### config.mk
export PLATFORM = sky130hd
export DESIGN_NAME = vector_op_sequencer_flat
export DESIGN_NICKNAME = d
export VERILOG_FILES = /design/src/rtl/vector_op_sequencer_pkg.sv /design/src/rtl/vector_op_sequencer_if.sv /design/src/rtl/vector_op_sequencer_rd_valid_pipe.sv /design/src/rtl/vector_op_sequencer.sv /design/src/flat_wrapper.sv
export SDC_FILE = /design/constraint.sdc
export NUM_CORES = 1
export LEC_CHECK = 0
export ABC_AREA = 0
export CAP_MARGIN = 15
export CORE_MARGIN = 4
export CORE_UTILIZATION = 54
export CTS_CLUSTER_SIZE = 12
export DETAILED_ROUTE_END_ITERATION = 6
export PLACE_DENSITY_LB_ADDON = 0.08
export SLEW_MARGIN = 10
export SYNTH_ARGS = -nofsm -noshare
export SYNTH_HDL_FRONTEND = slang
export SYNTH_SLANG_ARGS = --single-unit
### constraint.sdc
create_clock -name clk -period 3.5 [get_ports clk]
set_input_delay 1.05 -clock clk [delete_from_list [all_inputs] [get_ports clk]]
set_output_delay 1.05 -clock clk [all_outputs]
set_load 0.03 [all_outputs]
### src/rtl/vector_op_sequencer_pkg.sv
// Shared types and constants for the vector coprocessor BRAM sequencer.
//   op_e      : encoded operation (op_sel carries the compute values 3..7)
//   CMD_*     : bit positions inside the one-hot command_in vector
//   state_e   : sequencer FSM states
//   tok_t     : read-pipe token {valid, first, last}
package vector_op_sequencer_pkg;

  localparam int unsigned CMD_W      = 7;
  localparam int unsigned CMD_WRITE  = 6;
  localparam int unsigned CMD_READ   = 5;
  localparam int unsigned CMD_SUM    = 4;
  localparam int unsigned CMD_AVG    = 3;
  localparam int unsigned CMD_EUC    = 2;
  localparam int unsigned CMD_MAN    = 1;
  localparam int unsigned CMD_DOT    = 0;

  localparam int unsigned N_ELEM_DEF = 1024;
  localparam int unsigned DATA_W_DEF = 8;

  typedef enum logic [2:0] {
    OP_NONE  = 3'd0,
    OP_WRITE = 3'd1,
    OP_READ  = 3'd2,
    OP_SUM   = 3'd3,
    OP_AVG   = 3'd4,
    OP_EUC   = 3'd5,
    OP_MAN   = 3'd6,
    OP_DOT   = 3'd7
  } op_e;

  typedef enum logic [2:0] {
    S_IDLE,
    S_WRITE,
    S_ISSUE,
    S_DRAIN,
    S_DONE,
    S_WAIT_CLR
  } state_e;

  typedef struct packed {
    logic valid;
    logic first;
    logic last;
  } tok_t;

  // Command bit owned by an operation: op code n lives at bit 7-n.
  function automatic logic [2:0] cmd_bit(op_e op);
    return 3'd7 - op;
  endfunction

  // Only meaningful when exactly one compute bit is set.
  function automatic op_e cmd_to_op(logic [CMD_W-1:0] cmd);
    op_e op;
    op = OP_SUM;
    if (cmd[CMD_AVG]) op = OP_AVG;
    if (cmd[CMD_EUC]) op = OP_EUC;
    if (cmd[CMD_MAN]) op = OP_MAN;
    if (cmd[CMD_DOT]) op = OP_DOT;
    return op;
  endfunction

endpackage

### src/rtl/vector_op_sequencer_if.sv
// Bundle of command, UART byte, BRAM port and datapath element signals.
//   master : command decoder / UART / BRAM / datapath side
//   slave  : vector_op_sequencer side
interface vector_op_sequencer_if #(
  parameter int unsigned DATA_W = 8,
  parameter int unsigned ADDR_W = 10
);
  logic [6:0]        command_in;
  logic              bram_sel_in;
  logic              rx_valid;
  logic [DATA_W-1:0] rx_data;
  logic [ADDR_W-1:0] bram_addr;
  logic [DATA_W-1:0] bram_wdata;
  logic              bram_a_we;
  logic              bram_b_we;
  logic [DATA_W-1:0] bram_a_rdata;
  logic [DATA_W-1:0] bram_b_rdata;
  logic              elem_valid;
  logic [DATA_W-1:0] elem_a;
  logic [DATA_W-1:0] elem_b;
  logic              elem_first;
  logic              elem_last;
  logic [2:0]        op_sel;
  logic              busy;
  logic              write_done;
  logic              op_done;
  logic              cmd_err;

  modport master (
    output command_in, bram_sel_in, rx_valid, rx_data, bram_a_rdata, bram_b_rdata,
    input  bram_addr, bram_wdata, bram_a_we, bram_b_we, elem_valid, elem_a, elem_b,
           elem_first, elem_last, op_sel, busy, write_done, op_done, cmd_err
  );

  modport slave (
    input  command_in, bram_sel_in, rx_valid, rx_data, bram_a_rdata, bram_b_rdata,
    output bram_addr, bram_wdata, bram_a_we, bram_b_we, elem_valid, elem_a, elem_b,
           elem_first, elem_last, op_sel, busy, write_done, op_done, cmd_err
  );
endinterface

### src/rtl/vector_op_sequencer_rd_valid_pipe.sv
// DEPTH-stage shift register of read tokens that tracks BRAM read latency.
//   clk, reset : clock, asynchronous active-low reset
//   flush_i    : synchronous clear of every stage
//   tok_i      : token for the address presented this cycle
//   tok_o      : token whose read data is on the BRAM outputs this cycle
module rd_valid_pipe
  import vector_op_sequencer_pkg::*;
#(
  parameter int unsigned DEPTH = 2
) (
  input  logic clk,
  input  logic reset,
  input  logic flush_i,
  input  tok_t tok_i,
  output tok_t tok_o
);

  tok_t stage_q [DEPTH];

  always_ff @(posedge clk or negedge reset) begin
    if (!reset) begin
      for (int unsigned i = 0; i < DEPTH; i++) stage_q[i] <= '0;
    end else if (flush_i) begin
      for (int unsigned i = 0; i < DEPTH; i++) stage_q[i] <= '0;
    end else begin
      stage_q[0] <= tok_i;
      for (int unsigned i = 1; i < DEPTH; i++) stage_q[i] <= stage_q[i-1];
    end
  end

  assign tok_o = stage_q[DEPTH-1];

endmodule

### src/rtl/vector_op_sequencer.sv
// Sequencer for the shared BRAM A/B address port of the vector coprocessor.
// Write2dev stores N_ELEM UART bytes into BRAM A or B; compute ops stream
// (A[k],B[k]) pairs to the datapath and report op_done after DP_LAT cycles.
//   clk   : system clock
//   reset : asynchronous active-low reset
//   bus   : command, UART, BRAM and element signals (slave modport)
module vector_op_sequencer
  import vector_op_sequencer_pkg::*;
#(
  parameter int unsigned N_ELEM = N_ELEM_DEF,
  parameter int unsigned DATA_W = DATA_W_DEF,
  parameter int unsigned ADDR_W = (N_ELEM > 1) ? $clog2(N_ELEM) : 1,
  parameter int unsigned RD_LAT = 2,
  parameter int unsigned DP_LAT = 3
) (
  input logic                 clk,
  input logic                 reset,
  vector_op_sequencer_if.slave bus
);

  localparam logic [ADDR_W-1:0] LAST_ADDR = ADDR_W'(N_ELEM - 1);
  localparam int unsigned       DLY_W     = (DP_LAT > 1) ? $clog2(DP_LAT) : 1;
  localparam logic [DLY_W-1:0]  DLY_END   = DLY_W'(DP_LAT - 1);

  state_e            state_q, state_d;
  logic [ADDR_W-1:0] addr_q, addr_d;
  logic [ADDR_W-1:0] cnt_q, cnt_d;
  logic [DATA_W-1:0] wdata_q, wdata_d;
  logic              a_we_q, a_we_d, b_we_q, b_we_d;
  logic              sel_q, sel_d;
  op_e               op_q, op_d;
  op_e               op_sel_q, op_sel_d;
  logic              seen_q, seen_d;
  logic [DLY_W-1:0]  dly_q, dly_d;
  logic              busy_q, busy_d;
  logic              wd_q, wd_d, od_q, od_d, ce_q, ce_d;
  logic              ev_q, ev_d, ef_q, ef_d, el_q, el_d;
  logic [DATA_W-1:0] ea_q, ea_d, eb_q, eb_d;

  tok_t              tok_in, tok_out;
  logic              flush;
  logic [2:0]        n_hot;
  logic              active_on;

  rd_valid_pipe #(.DEPTH(RD_LAT)) u_rd_valid_pipe (
    .clk    (clk),
    .reset  (reset),
    .flush_i(flush),
    .tok_i  (tok_in),
    .tok_o  (tok_out)
  );

  always_comb begin
    state_d  = state_q;
    addr_d   = addr_q;
    cnt_d    = cnt_q;
    wdata_d  = wdata_q;
    a_we_d   = 1'b0;
    b_we_d   = 1'b0;
    sel_d    = sel_q;
    op_d     = op_q;
    op_sel_d = op_sel_q;
    seen_d   = seen_q;
    dly_d    = dly_q;
    wd_d     = 1'b0;
    od_d     = 1'b0;
    ce_d     = 1'b0;
    tok_in   = '0;
    flush    = 1'b0;

    n_hot     = 3'($countones(bus.command_in));
    active_on = bus.command_in[cmd_bit(op_q)];

    case (state_q)
      S_IDLE: begin
        if (n_hot > 3'd1) begin
          ce_d = 1'b1;
        end else if (bus.command_in[CMD_WRITE]) begin
          sel_d   = bus.bram_sel_in;
          op_d    = OP_WRITE;
          cnt_d   = '0;
          addr_d  = '0;
          state_d = S_WRITE;
        end else if (n_hot == 3'd1 && !bus.command_in[CMD_READ]) begin
          op_d     = cmd_to_op(bus.command_in);
          op_sel_d = cmd_to_op(bus.command_in);
          addr_d   = '0;
          seen_d   = 1'b0;
          dly_d    = '0;
          state_d  = S_ISSUE;
        end
      end

      S_WRITE: begin
        if (!active_on) begin
          flush   = 1'b1;
          state_d = S_IDLE;
        end else if (bus.rx_valid) begin
          addr_d  = cnt_q;
          wdata_d = bus.rx_data;
          a_we_d  = !sel_q;
          b_we_d  = sel_q;
          if (cnt_q == LAST_ADDR) state_d = S_DONE;
          else                    cnt_d   = cnt_q + 1'b1;
        end
      end

      S_ISSUE: begin
        if (!active_on) begin
          flush   = 1'b1;
          state_d = S_IDLE;
        end else begin
          tok_in = '{valid: 1'b1, first: (addr_q == '0), last: (addr_q == LAST_ADDR)};
          if (addr_q == LAST_ADDR) state_d = S_DRAIN;
          else                     addr_d  = addr_q + 1'b1;
        end
      end

      // dly counts cycles from the elem_last cycle; DONE lands DP_LAT cycles
      // after it so op_done appears DP_LAT+1 cycles after elem_last.
      S_DRAIN: begin
        if (!active_on) begin
          flush   = 1'b1;
          state_d = S_IDLE;
        end else if (el_q || seen_q) begin
          if (dly_q == DLY_END) begin
            state_d = S_DONE;
          end else begin
            dly_d  = dly_q + 1'b1;
            seen_d = 1'b1;
          end
        end
      end

      S_DONE: begin
        wd_d    = (op_q == OP_WRITE);
        od_d    = (op_q != OP_WRITE);
        state_d = S_WAIT_CLR;
      end

      S_WAIT_CLR: begin
        if (bus.command_in == '0) state_d = S_IDLE;
      end

      default: state_d = S_IDLE;
    endcase

    ev_d   = tok_out.valid && !flush;
    ef_d   = ev_d && tok_out.first;
    el_d   = ev_d && tok_out.last;
    ea_d   = ev_d ? bus.bram_a_rdata : '0;
    eb_d   = ev_d ? bus.bram_b_rdata : '0;
    busy_d = (state_d != S_IDLE);
  end

  always_ff @(posedge clk or negedge reset) begin
    if (!reset) begin
      state_q  <= S_IDLE;
      addr_q   <= '0;
      cnt_q    <= '0;
      wdata_q  <= '0;
      a_we_q   <= 1'b0;
      b_we_q   <= 1'b0;
      sel_q    <= 1'b0;
      op_q     <= OP_NONE;
      op_sel_q <= OP_NONE;
      seen_q   <= 1'b0;
      dly_q    <= '0;
      busy_q   <= 1'b0;
      wd_q     <= 1'b0;
      od_q     <= 1'b0;
      ce_q     <= 1'b0;
      ev_q     <= 1'b0;
      ef_q     <= 1'b0;
      el_q     <= 1'b0;
      ea_q     <= '0;
      eb_q     <= '0;
    end else begin
      state_q  <= state_d;
      addr_q   <= addr_d;
      cnt_q    <= cnt_d;
      wdata_q  <= wdata_d;
      a_we_q   <= a_we_d;
      b_we_q   <= b_we_d;
      sel_q    <= sel_d;
      op_q     <= op_d;
      op_sel_q <= op_sel_d;
      seen_q   <= seen_d;
      dly_q    <= dly_d;
      busy_q   <= busy_d;
      wd_q     <= wd_d;
      od_q     <= od_d;
      ce_q     <= ce_d;
      ev_q     <= ev_d;
      ef_q     <= ef_d;
      el_q     <= el_d;
      ea_q     <= ea_d;
      eb_q     <= eb_d;
    end
  end

  assign bus.bram_addr  = addr_q;
  assign bus.bram_wdata = wdata_q;
  assign bus.bram_a_we  = a_we_q;
  assign bus.bram_b_we  = b_we_q;
  assign bus.elem_valid = ev_q;
  assign bus.elem_a     = ea_q;
  assign bus.elem_b     = eb_q;
  assign bus.elem_first = ef_q;
  assign bus.elem_last  = el_q;
  assign bus.op_sel     = op_sel_q;
  assign bus.busy       = busy_q;
  assign bus.write_done = wd_q;
  assign bus.op_done    = od_q;
  assign bus.cmd_err    = ce_q;

endmodule

### src/flat_wrapper.sv
// flat-port wrapper written by rule: the top's interface ports become plain ports
module vector_op_sequencer_flat import vector_op_sequencer_pkg::*;
#(
  parameter int unsigned N_ELEM = N_ELEM_DEF,
  parameter int unsigned DATA_W = DATA_W_DEF,
  parameter int unsigned ADDR_W = (N_ELEM > 1) ? $clog2(N_ELEM) : 1,
  parameter int unsigned RD_LAT = 2,
  parameter int unsigned DP_LAT = 3
)
  (clk, reset, bus_command_in, bus_bram_sel_in, bus_rx_valid, bus_rx_data, bus_bram_a_rdata, bus_bram_b_rdata, bus_bram_addr, bus_bram_wdata, bus_bram_a_we, bus_bram_b_we, bus_elem_valid, bus_elem_a, bus_elem_b, bus_elem_first, bus_elem_last, bus_op_sel, bus_busy, bus_write_done, bus_op_done, bus_cmd_err);
  vector_op_sequencer_if #(.DATA_W(DATA_W), .ADDR_W(ADDR_W)) bus_i ();
  input logic clk;
  input logic reset;
  input wire logic [$bits(bus_i.command_in)-1:0] bus_command_in;
  input wire logic [$bits(bus_i.bram_sel_in)-1:0] bus_bram_sel_in;
  input wire logic [$bits(bus_i.rx_valid)-1:0] bus_rx_valid;
  input wire logic [$bits(bus_i.rx_data)-1:0] bus_rx_data;
  input wire logic [$bits(bus_i.bram_a_rdata)-1:0] bus_bram_a_rdata;
  input wire logic [$bits(bus_i.bram_b_rdata)-1:0] bus_bram_b_rdata;
  output wire logic [$bits(bus_i.bram_addr)-1:0] bus_bram_addr;
  output wire logic [$bits(bus_i.bram_wdata)-1:0] bus_bram_wdata;
  output wire logic [$bits(bus_i.bram_a_we)-1:0] bus_bram_a_we;
  output wire logic [$bits(bus_i.bram_b_we)-1:0] bus_bram_b_we;
  output wire logic [$bits(bus_i.elem_valid)-1:0] bus_elem_valid;
  output wire logic [$bits(bus_i.elem_a)-1:0] bus_elem_a;
  output wire logic [$bits(bus_i.elem_b)-1:0] bus_elem_b;
  output wire logic [$bits(bus_i.elem_first)-1:0] bus_elem_first;
  output wire logic [$bits(bus_i.elem_last)-1:0] bus_elem_last;
  output wire logic [$bits(bus_i.op_sel)-1:0] bus_op_sel;
  output wire logic [$bits(bus_i.busy)-1:0] bus_busy;
  output wire logic [$bits(bus_i.write_done)-1:0] bus_write_done;
  output wire logic [$bits(bus_i.op_done)-1:0] bus_op_done;
  output wire logic [$bits(bus_i.cmd_err)-1:0] bus_cmd_err;
  assign bus_i.command_in = bus_command_in;
  assign bus_i.bram_sel_in = bus_bram_sel_in;
  assign bus_i.rx_valid = bus_rx_valid;
  assign bus_i.rx_data = bus_rx_data;
  assign bus_i.bram_a_rdata = bus_bram_a_rdata;
  assign bus_i.bram_b_rdata = bus_bram_b_rdata;
  assign bus_bram_addr = bus_i.bram_addr;
  assign bus_bram_wdata = bus_i.bram_wdata;
  assign bus_bram_a_we = bus_i.bram_a_we;
  assign bus_bram_b_we = bus_i.bram_b_we;
  assign bus_elem_valid = bus_i.elem_valid;
  assign bus_elem_a = bus_i.elem_a;
  assign bus_elem_b = bus_i.elem_b;
  assign bus_elem_first = bus_i.elem_first;
  assign bus_elem_last = bus_i.elem_last;
  assign bus_op_sel = bus_i.op_sel;
  assign bus_busy = bus_i.busy;
  assign bus_write_done = bus_i.write_done;
  assign bus_op_done = bus_i.op_done;
  assign bus_cmd_err = bus_i.cmd_err;
  vector_op_sequencer #(.N_ELEM(N_ELEM), .DATA_W(DATA_W), .ADDR_W(ADDR_W), .RD_LAT(RD_LAT), .DP_LAT(DP_LAT)) u_core (.clk(clk), .reset(reset), .bus(bus_i));
endmodule
==> impl_metrics.csv, run 1 <==
group,metric,value,unit
clock_tree,clock_path_buffers,2,
grt,overflow,0,
critical_path,cp-end-kind,"flop",
pwr,internal_power,2.03,mW
pwr,switchingPower,1.18,mW
yosys,syn-num-nets,389,
sta,worst_pin_slew,0.947,ns
sta,finClkSkew,0.00888,ns
placement,portBuffers,80,
yosys,async_flop_share,100,%
placement,place_area,4750,µm²
finish,final_cells,534,
sta,period_minus_slack,3.59,ns
sta,maxSlewViolCount,0,
critical_path,worstPathMaxFanout,5,
sta,rsz0062_at_grt,"true",
die,die_w,90.0,µm
critical_path,rr_endpoint,"u_core.bus.bram_addr[1]",
clock_tree,clkTransAtPathRegs,0.08,ns
grt,grt_pass1_wl,15500,µm
critical_path,ff2ff_setup_slack,0.97,ns
die,core,6460,µm²
yosys,synth_most_common_cell,"dfrtp_1",
clock_tree,cts_tree,"yes",
yosys,yosys_register_bits,72,
yosys,synth.avg_cell_area,10.7,µm²
pwr,power_density,616,nW/µm²
yosys,synth_cell_types,58,
yosys,synth_area,3630,µm²
min_path,hold_start,"u_core.u_rd_valid_pipe.stage_q[3]",
sta,hold_viol,0,
yosys,synth_cells,338,
die,ios,81,
critical_path,rr_worst_depth,6,
yosys,synth-seq-area-share,49.6,%
die,dieArea,8110,µm²
finish,antennaDiodeCount,0,
detailed_routing,via_count,3143,
pwr,pwr-share-seq,33.6,%
detailed_routing,drc,0,
sta,relSlewSlack,36.4,%
critical_path,r2r-start,"u_core.state_q[1]",
critical_path,critPathRequiredTime,3.73,ns
critical_path,crit_type,"input pin to flop",
clock_tree,clock_sinks,72,
grt,grt_max_degree,73,
finish,final-seq-area,1800,µm²
finish,final_cell_area,5200,µm²
clock_tree,cts-buffers-inserted,9,
clock_tree,htreeDepth,3,
finish,layout-drive-gt1-share,24.3,%
grt,grt_usage,23.4,%
detailed_routing,drtIter0Drc,194,
pwr,irDropWorstVdd,321,µV
clock_tree,cts_root_buffer,"clkbuf_8",
die,initial_core_util,56.3,%
finish,fillers,403,
pwr,sw_frac_of_total,36.7,%
job,maxCapViolCount,0,
yosys,yosys_warnings,0,
die,die_h,90.0,µm
min_path,min_to,"u_core.u_rd_valid_pipe.tok_o[0]",
grt,grt_antenna_before_repair,0,
yosys,synth_area_leaders,"dfrtp_1 50%, ha_1 4.5%, mux2_2 3.7%",
die,placement_rows,29,
pwr,power.share.clock,23.0,%
critical_path,crit_arrival,3.82,ns
detailed_routing,dr.pass1.iters,5,
status,status,"finished, violations left",
yosys,synth_commonest_cells,"72 x dfrtp_1, 23 x inv_1, 21 x and3_1, 18 x nand2_1, 15 x a21oi_1",
clock_tree,hold_buffers,0,
placement,place_congestion,0.834,
min_path,hold_depth,1,
placement,dpl.hpwl,6190,µm
detailed_routing,ant_nets,0,
status,violations,"negative setup slack",
min_path,hp-class,"flop to flop",
detailed_routing,routed_wl,9360,µm
yosys,synth_top_cell_by_area,"dfrtp_1",
pwr,p_comb_share,43.5,%
yosys,synth_edf_count,0,
sta,setup_violations,10,
yosys,ys.flop_type,"dfrtp_1",
pwr,leakage,2.33,nW
finish,final_net_count,504,
pwr,finalPower,3.20,mW
critical_path,start_kind,"input pin",
detailed_routing,routedWlPerCell,17.5,µm
sta,setup_ws,-0.0900,ns
detailed_routing,vias_per_cell,5.89,
grt,grt_pass1_vias,3131,
sta,max_clock_freq,0.279,GHz
placement,place_inst,509,
yosys,synth.top_cell.area_share,49.6,%
finish,multi_input_area,1840,µm²
clock_tree,insertion_delay,0.35,ns
finish,area_growth,43.1,%
sta,fin_crit_sh,103,%
kinds of logic after synthesis:
logic type / synth area share (%)
xor gates and xnor gates: 0.482
and+or+nand+nor: 20.0
muxes: 4.82
buffers and inverters: 3.96
DFF: 49.6
AOI/OAI and AO/OA: 15.0
adders and majority gates: 6.13
cell usage in the layout (no fill, tap or decap), drive strengths merged, types with 4 or more instances in the layout:
cell type      instances
ha                    13
buf                   41
o2bb2ai                7
and2                   6
clkbuf                10
and3                  21
nand4                  4
a21o                   6
nand3                 14
mux2i                  4
inv                   23
nor3                  12
dfrtp                 72
o31ai                  5
o211ai                 5
o21ai                 12
nand2                 19
nor2                  14
a21oi                 15
or4                    5
nor4                   6
or3                    5
mux2                  12
clkdlybuf4s50         72
stage by stage:
stage	worst slack, ns	utilization (%)	setup TNS (ns)	hold slack, ns
after global routing	-0.146	80.5	-1.74	0.498
after CTS	-0.0469	79.1	-0.152	0.456
after detailed placement	-1.07	73.6	-27.72	0.439
after global placement	-0.989	73.6	-25.98	0.435
final	-0.0900	80.5	-0.513	0.453
after floorplan	-0.358	-	-2.26	0.423
repair_timing:
item / CTS / global route
setup buffers: 5 / 3
pin swaps: 10 / 6
gates resized for setup: 44 / 19
setup endpoints to repair: 33 / 19
cloned: 1 / 1
cell type report:
type	instances	area share, %
clock buffers	10	2.65
clock inverters	5	1.56
repair buffers	116	21.8
multi-input cells	231	35.4
flip-flops and latches	72	34.6
inverters	23	2.09
well taps	77	1.85
sequential cells by signal (all words and copies together) (netlist names), 2 cells and up:
register                        flops
u_core.u_rd_valid_pipe.tok_o        3
u_core.op_q                         3
u_core.bus.elem_a                   8
u_core.cnt_q                       10
u_core.bus.op_sel                   3
u_core.bus.bram_wdata               8
u_core.u_rd_valid_pipe.stage_q      3
u_core.dly_q                        2
u_core.bus.elem_b                   8
u_core.bus.bram_addr               10
u_core.state_q                      3
power groups by stage:
stage / Combinational, mW / Clock [mW] / Sequential [mW]
5_1_grt: 1.49 / 0.779 / 1.09
3_5_place_dp: 1.21 / 0 / 1.09
4_1_cts: 1.34 / 0.740 / 1.07
3_3_place_gp: 1.19 / 0 / 1.08
6_report: 1.39 / 0.735 / 1.07
2_1_floorplan: 0.577 / 0 / 1.23
metal layers:
layer | vias up | GRT usage, % | part of all wire [%]
li1 | 1467 | - | -
met1 | 1512 | 30.9 | 44
met2 | 142 | 37.7 | 48
met3 | 22 | 4.84 | 5.9
met4 | 0 | 9.31 | 1.7
met5 | - | 0 | 0
how the worst max path moves through the flow:
stage	startpoint	endpoint	cells past startpoint
after floorplan	bus_command_in[2]	u_core.cnt_q[2]	13
after global placement	bus_command_in[2]	u_core.cnt_q[2]	14
after detailed placement	bus_command_in[2]	u_core.cnt_q[2]	14
after CTS	bus_command_in[1]	u_core.bus.bram_addr[2]	16
after global routing	bus_command_in[1]	u_core.bus.bram_addr[8]	16
final	bus_command_in[0]	u_core.bus.bram_addr[2]	16
critical path, cell delays in order:
cell and delay (ns):
buf_6 0.08, inv_4 0.03, ha_4 0.25, inv_2 0.03
fa_1 0.49, inv_1 0.04, ha_2 0.16, fa_2 0.37
buf_6 0.14, xor2_2 0.17, nand3b_1 0.14, a221oi_4 0.35
buf_6 0.17, buf_16 0.10, o211ai_1 0.08, o2bb2ai_1 0.15
(Power assumes the default switching activity.)
==> inputs of run 2 (changes only) <==
==> constraint.sdc (replaced) <==
create_clock -name clk -period 3.5 [get_ports clk]
set_input_delay 1.05 -clock clk [delete_from_list [all_inputs] [get_ports clk]]
set_output_delay 1.05 -clock clk [all_outputs]
set_load 0.02 [all_outputs]
==> results of run 2 <==
The final DEF is identical to that of run 1. Status: finished, violations left: negative setup slack.
Main changes from that run: total power 3.20 mW -> 3.13 mW; worst IR drop on VDD 321 µV -> 320 µV
